`src/rtl/hier_leaf_pkg.sv`:
```
// ============================================================================
// Module   : hier_leaf_pkg
// Brief    : Shared types, defaults and sizing helper for the leaf FIFO.
// Revision : 1.0
// ============================================================================
`default_nettype none

package hier_leaf_pkg;

    typedef enum logic [1:0] {
        EMPTY   = 2'd0,
        PARTIAL = 2'd1,
        FULL    = 2'd2
    } fill_state_e;

    localparam int DEFAULT_DATA_W = 8;
    localparam int DEFAULT_DEPTH  = 4;

    // Occupancy needs one extra bit so that DEPTH itself is representable.
    function automatic int cnt_w(input int depth);
        return $clog2(depth) + 1;
    endfunction

endpackage

`default_nettype wire

```
`src/rtl/hier_leaf_ptr.sv`:
```
// ============================================================================
// Module   : hier_leaf_ptr
// Brief    : Wrapping pointer register with synchronous clear and increment.
// Revision : 1.0
// ============================================================================
`default_nettype none

module hier_leaf_ptr #(
    parameter int PTR_W = 2
) (
    input  logic             clk,
    input  logic             rst,
    input  logic             clr,
    input  logic             inc,
    output logic [PTR_W-1:0] ptr
);

    logic [PTR_W-1:0] ptr_q;
    logic [PTR_W-1:0] ptr_d;

    // Clear wins over increment; the pointer wraps by plain overflow.
    always_comb begin
        ptr_d = ptr_q;
        if (clr) begin
            ptr_d = '0;
        end else if (inc) begin
            ptr_d = ptr_q + PTR_W'(1);
        end
    end

    always_ff @(posedge clk) begin
        if (rst) begin
            ptr_q <= '0;
        end else begin
            ptr_q <= ptr_d;
        end
    end

    assign ptr = ptr_q;

endmodule

`default_nettype wire

```
`src/rtl/hier_leaf_fifo.sv`:
```
// ============================================================================
// Module   : hier_leaf_fifo
// Brief    : First-word-fall-through leaf FIFO with occupancy, fill state and
//            running XOR checksum of accepted words.
// Revision : 1.0
// ============================================================================
`default_nettype none

module hier_leaf_fifo
    import hier_leaf_pkg::*;
#(
    parameter int DATA_W = DEFAULT_DATA_W,
    parameter int DEPTH  = DEFAULT_DEPTH
) (
    input  logic                      clk,
    input  logic                      rst,
    input  logic                      flush,
    input  logic                      in_valid,
    output logic                      in_ready,
    input  logic [DATA_W-1:0]         in_data,
    output logic                      out_valid,
    input  logic                      out_ready,
    output logic [DATA_W-1:0]         out_data,
    output logic [cnt_w(DEPTH)-1:0]   count,
    output logic [1:0]                state,
    output logic [DATA_W-1:0]         checksum
);

    localparam int PTR_W = $clog2(DEPTH);
    localparam int CNT_W = cnt_w(DEPTH);
    localparam logic [CNT_W-1:0] C_FULL_CNT = CNT_W'(DEPTH);

    logic [DATA_W-1:0] mem_q [DEPTH];
    logic [DATA_W-1:0] mem_d [DEPTH];
    logic [CNT_W-1:0]  count_q;
    logic [CNT_W-1:0]  count_d;
    logic [DATA_W-1:0] checksum_q;
    logic [DATA_W-1:0] checksum_d;
    fill_state_e       state_q;
    fill_state_e       state_d;

    logic              push;
    logic              pop;
    logic [PTR_W-1:0]  wr_ptr;
    logic [PTR_W-1:0]  rd_ptr;

    // Handshakes depend on fill state only, so no input reaches an output.
    assign in_ready  = (state_q != FULL);
    assign out_valid = (state_q != EMPTY);
    assign push      = in_valid & in_ready;
    assign pop       = out_valid & out_ready;

    hier_leaf_ptr #(.PTR_W(PTR_W)) u_wr_ptr (
        .clk (clk),
        .rst (rst),
        .clr (flush),
        .inc (push),
        .ptr (wr_ptr)
    );

    hier_leaf_ptr #(.PTR_W(PTR_W)) u_rd_ptr (
        .clk (clk),
        .rst (rst),
        .clr (flush),
        .inc (pop),
        .ptr (rd_ptr)
    );

    always_comb begin
        mem_d      = mem_q;
        checksum_d = checksum_q;
        count_d    = count_q;
        if (flush) begin
            count_d = '0;
        end else begin
            count_d = count_q + CNT_W'(push) - CNT_W'(pop);
            if (push) begin
                mem_d[wr_ptr] = in_data;
                checksum_d    = checksum_q ^ in_data;
            end
        end
    end

    always_comb begin
        state_d = state_q;
        case (state_q)
            EMPTY:   if (push) state_d = PARTIAL;
            PARTIAL: begin
                if (count_d == '0) begin
                    state_d = EMPTY;
                end else if (count_d == C_FULL_CNT) begin
                    state_d = FULL;
                end
            end
            FULL:    if (pop) state_d = PARTIAL;
            default: state_d = EMPTY;
        endcase
        if (flush) begin
            state_d = EMPTY;
        end
    end

    always_ff @(posedge clk) begin
        if (rst) begin
            mem_q      <= '{default: '0};
            count_q    <= '0;
            checksum_q <= '0;
            state_q    <= EMPTY;
        end else begin
            mem_q      <= mem_d;
            count_q    <= count_d;
            checksum_q <= checksum_d;
            state_q    <= state_d;
        end
    end

    assign out_data = mem_q[rd_ptr];
    assign count    = count_q;
    assign state    = state_q;
    assign checksum = checksum_q;

endmodule

`default_nettype wire
```
`config.mk`:
```
export PLATFORM = sky130hd
export DESIGN_NAME = hier_leaf_fifo
export DESIGN_NICKNAME = d
export VERILOG_FILES = /design/src/rtl/hier_leaf_pkg.sv /design/src/rtl/hier_leaf_ptr.sv /design/src/rtl/hier_leaf_fifo.sv
export SDC_FILE = /design/constraint.sdc
export NUM_CORES = 1
export LEC_CHECK = 0
export CAP_MARGIN = 20
export CORE_ASPECT_RATIO = 1.75
export CORE_UTILIZATION = 45
export DETAILED_ROUTE_END_ITERATION = 12
export PLACE_DENSITY_LB_ADDON = 0.08
export REMOVE_ABC_BUFFERS = 1
export SLEW_MARGIN = 20
export SYNTH_ARGS = -nofsm -noshare
export SYNTH_HDL_FRONTEND = slang
export SYNTH_SLANG_ARGS = --single-unit
```
`constraint.sdc`:
```
create_clock -name clk -period 2.96 [get_ports clk]
set_clock_uncertainty 0.1 [all_clocks]
set_input_delay 0.592 -clock clk [delete_from_list [all_inputs] [get_ports clk]]
set_output_delay 0.592 -clock clk [all_outputs]
set_load 0.01 [all_outputs]
```
Word-level counts from Yosys, hierarchy flattened
Index checks and enable logic that the tools add are counted.

storage, ports and cells
  bits in read-only memories = 0
  flip-flop bits (word level) = 49
  RAM bits = 0
  memories = 0
  output and inout port bits = 23
  logic and storage cells = 48
  input bits = 13
  bits in latches = 0

operators by class
  shift-type cells = 0
  add/sub/neg operators = 4
  bitwise operators = 6
  divide/modulo/power cells = 0
  reduce and logical (&&, ||, !) cells = 7
  equality and inequality tests = 7
  multiplexer cells = 12
  magnitude comparators = 3
  multipliers = 0

operators by type and width
  kind                   number
  $bwmux W32             1
  $mux W8                3
  $bmux W8 S2            1
  $demux W8 S2           1
  $mux W2                4
  $xor A8 B8 Y8          1
  $ge A3 B3 Y1 const B   2
  $ne A2 B2 Y1 const B   3
  $not A2 Y3             2
  $pmux W2 S3            1
  $add A2 B1 Y2 const B  2
  $add A3 B1 Y3          1
  $eq A3 B3 Y1 const B   1
  $logic_not A3 Y1       1
  $lt A3 B1 Y1 const B   1
  $mux W3                1
  $ne A3 B3 Y1 const B   1
  $reduce_and A3 Y1      1
  $sub A3 B1 Y3          1
  $and A1 B1 Y1          2
  $eq A2 B1 Y1 const B   1
  $eq A2 B2 Y1 const B   1
  $logic_not A2 Y1       1
  $reduce_and A2 Y1      1
  4 further kinds        4

Depth between registers and ports, before layout
Gate-level depths: netlist of run 1.

  word-level depth = 9
  mapped depth = 10
  depth with buffers taken out = 9

By module
Synthesis of run 1 repeated with hierarchy kept, for this count alone.

unflattened totals
  cells, all modules = 219
  area, all modules = 2412.3 um2

by module, submodules not included
  module          cells each  area an instance (um2)  sequential area each (um2)  instances
  hier_leaf_fifo  203         2242.2                  900.9                       1
  hier_leaf_ptr   8           85.1                    40.0                        2

Least setup slack after synthesis of run 1
No wires, ideal clock.

  path kind = input-to-reg
  from = input in_valid
  to = register state_q[1] (netlist: state[1])
  stages on the path = 10
  path buffers = 1
  required time = 2.768 ns
  library setup time = 0.092 ns
  path slack = 0.475 ns
  data arrival time = 2.292 ns
  path through = buf_2 -> nor2b_1 -> a211oi_1 -> nor2_1 -> ha_1 -> inv_1 -> fa_1 -> nand2b_1 -> or4_1 -> o32ai_1

between the ends
  cells in the longest elaborated chain, start to end = 7
  elaborated cells between the ends (all ways) = 11
  classes of those cells = 2 x add/sub; 3 x eq/ne; 3 x mux; 1 x bitwise; 2 x reduce/logical

ends and longest elaborated chain
  element                                                     RTL line                                    text
  start: declaration                                          hier_leaf_fifo.sv:18                        input logic in_valid,
  $and A1 B1 Y1 *                                             hier_leaf_fifo.sv:50                        assign push = in_valid & in_ready;
  $add A3 B1 Y3                                               hier_leaf_fifo.sv:76                        count_d = count_q + CNT_W'(push) - CNT_W'(pop);
  $sub A3 B1 Y3                                               hier_leaf_fifo.sv:76
  $mux W3                                                     hier_leaf_fifo.sv:73                        if (flush) begin
  $eq A3 B3 Y1 or $logic_not A3 Y1 (tied branches)            hier_leaf_fifo.sv:91, hier_leaf_fifo.sv:89
  $ne A3 B3 Y1 (no line) or $mux W2 (tied branches)           --
  $reduce_and A3 Y1 (no line) or $pmux W2 S3 (tied branches)  --
  end signal: assignment                                      hier_leaf_fifo.sv:113                       state_q <= state_d;
  end: declaration                                            hier_leaf_fifo.sv:39                        fill_state_e state_q;

Every way passes the cells marked *; elsewhere a longest branch is shown, timed or not.
A chain may end at the register's enable or synchronous reset.

Final worst setup path of run 1
Same ends and word-level chain as after synthesis.

==> results of run 1 <==
metal layers:
layer / vias up / track usage / wire (um)
li1: 983 / - / -
met1: 949 / 0.252 / 2350
met2: 48 / 0.356 / 2870
met3: 9 / 0.0429 / 228
met4: 0 / 0.0714 / 108
met5: - / 0 / 0
layout make-up:
| class | instances | area (sq um) | share of cell area |
|---|---|---|---|
| flip-flops and latches | 49 | 981 | 0.334 |
| repair buffers | 47 | 440 | 0.150 |
| inverters | 17 | 63.8 | 0.0217 |
| multi-input cells | 164 | 1280 | 0.437 |
| clock buffers | 7 | 96.3 | 0.0328 |
| clock inverters | 1 | 5.00 | 0.00170 |
| well taps | 55 | 68.8 | 0.0234 |
cells by family after synthesis:
group | count (synthesis) | share of synthesized area
AND/OR/NAND/NOR | 71 | 0.181
AO/OA/AOI/OAI | 60 | 0.153
flip-flops | 49 | 0.400
buffers and inverters | 41 | 0.0770
multiplexers | 24 | 0.139
adder cells (fa/ha/maj) | 6 | 0.0336
XOR/XNOR | 3 | 0.0168
worst max-delay path by stage:
stage | start | end | slack (ns) | cells after the start
finish | in_valid | state[1] | 0.30 | 10
global route | in_valid | state[1] | 0.16 | 10
CTS | in_valid | state[1] | 0.28 | 10
detailed placement | in_valid | state[1] | -0.03 | 10
global placement | in_valid | state[1] | 0.001 | 10
floorplan | in_valid | state[1] | 0.63 | 9
registers in the layout (all words and copies together) (netlist names):
register,cells
mem_q,32
u_wr_ptr.ptr,2
state,2
checksum,8
count,3
u_rd_ptr.ptr,2
tightest hold or removal path, stage by stage, from the launching register on:
cell	delay (ns)
dfxtp_1	0.32
nand2b_1	0.06
mux2i_1	0.05
per-stage QoR:
step           power, mW  std cells  worst slack [ns]  hold slack (ns)   util
5_1_grt             1.33        340             0.163            0.396  0.560
6_report            1.28        340             0.301            0.374  0.560
3_5_place_dp       0.865        332           -0.0346            0.361  0.540
3_3_place_gp       0.864        332           0.00147            0.352  0.540
4_1_cts             1.29        340             0.278            0.373  0.560
2_1_floorplan      0.776        230             0.631            0.339      -
placed cells by master, fill, tap and decap left out, types with 3 or more instances in the layout:
master           Yosys  routed
buf_4                1      12
clkdlybuf4s50_1      0      35
mux4_2               8       8
nor2b_1              3       3
o31ai_1             24      24
nand4_1             16      16
a21oi_1             27      27
nor2_1               6       6
nand2b_1            28      28
o21ai_0              4       4
clkbuf_8             0       7
nand3_1              3       3
inv_1               17      17
or4_1                9       9
ha_1                 5       5
dfxtp_1             49      49
mux2i_1             16      16
report_power, final:
group | switching [mW] | internal (mW) | total [mW]
combinational | 0.0763 | 0.0844 | 0.161
sequential | 0.0124 | 0.675 | 0.688
clock | 0.219 | 0.212 | 0.431
==> results.json, run 1 <==
{
  "cp_slowest_cell": "clkdlybuf4s50_1",
  "fin_nets": 303,
  "ys_seq_area_frac": 0.400,
  "hold_end": "mem_q[30]",
  "holdBufCountCts": 0,
  "critPathKind": "in -> reg",
  "hp-class": "reg -> reg",
  "cts_root_buf": "clkbuf_8",
  "relSlewSlack": 0.710,
  "antenna_found_initial": 0,
  "yosys-top-cells-count": "49 x dfxtp_1, 28 x nand2b_1, 27 x a21oi_1",
  "synth_area_sq_um": 2450,
  "yosysTopAreaCell": "dfxtp_1",
  "wl_mm": 5.56,
  "clk_latency_ns": 0.30,
  "slowest_delay_ns": 0.51,
  "nFillCells": 480,
  "drt_iter0_markers": 80,
  "worst-path-max-fanout": 4,
  "cp_cell_sequence": "clkdlybuf4s50_1 -> nor2b_1 -> a211oi_1 -> nor2_1 -> ha_1 -> inv_1 -> fa_1 -> nand2b_1 -> or4_1 -> o32ai_1",
  "leakage_nw": 1.08,
  "finalHoldViolCount": 0,
  "reg2reg_depth": 8,
  "syn_avg_cell_area_sq_um": 9.66,
  "groute.usage.overall": 0.207,
  "finalSetupViolCount": 0,
  "r2r-end": "state[1]",
  "syn_inst": 254,
  "cts_setup_buffers": 0,
  "r2r_slack_ns": 0.63,
  "fin_area_sq_um": 2940,
  "async_reset_ff_frac": 0,
  "endpoint_kind": "register",
  "grt_pass1_vias": 1889,
  "wire_per_inst_um": 16.4,
  "firstDrtPassIters": 8,
  "synth.distinct_cells": 30,
  "yosysMostFrequentCell": "dfxtp_1",
  "drv_slew": 0,
  "outcome": "finished with violations",
  "cp_data_arrival_time_ns": 2.77,
  "initial_core_util": 0.467,
  "numPortBuffers": 35,
  "violations": "DRC",
  "grt_pass1_wl_mm": 9.29,
  "area_growth_pct": 19.8,
  "netlist.area_leader.share": 0.400,
  "startpoint_type": "input port",
  "timing.fmax_mhz": 376,
  "die-width_um": 57.8,
  "p_per_area_nw_per_um2": 435,
  "drtAntennaViolNets": 0,
  "synthTopCellsByArea": "dfxtp_1 40%, mux4_2 7.3%, o31ai_1 7.3%",
  "period_minus_slack_ns": 2.66,
  "synth_edf_count": 0,
  "critPathTopFamily": "simple AND/OR/NAND/NOR gates",
  "place_hpwl_mm": 3.80,
  "path_clk_slew_ns": 0.09,
  "cp.buffers_inverters": 2,
  "period_share": 0.898,
  "cts_tree": "built",
  "rsz0062_at_grt": "no",
  "dieArea_sq_um": 5770,
  "cts_resized": 0,
  "n_antenna_cell": 0,
  "via_per_inst": 5.85,
  "max_cap_viol_count": 0,
  "setup-tns-final_ns": 0,
  "routabilityCongestion": 0.737,
  "reg2reg_from": "state[0]",
  "hp-start": "mem_q[30]",
  "cts_max_level": 2,
  "ios": 36,
  "cts_inserted_buffers": 5,
  "grt_overflow": 0,
  "ir_worst_vdd_uv": 263,
  "grt_max_degree": 35,
  "synthFlopType": "dfxtp_1",
  "crit_required_ns": 3.07,
  "vias": 1989,
  "die_y_um": 99.7,
  "clockBufferDepth": 2,
  "core-area_sq_um": 5260,
  "drive_gt1_frac": 0.112,
  "ys_ff_latch": 49,
  "drcViolationCount": 2,
  "place_area_sq_um": 2840,
  "worst_pin_slew_ns": 0.434,
  "num_rows": 35,
  "clock_sinks": 49,
  "holdPathStages": 2,
  "yosysWarningCount": 0
}
Power figures use the tool's default switching activity.
==> run 2: changes to the inputs <==
- CTS_CLUSTER_DIAMETER: default -> 80
==> results of run 2 <==
Same layout as run 1: the final DEF is identical, and so are final timing and power.
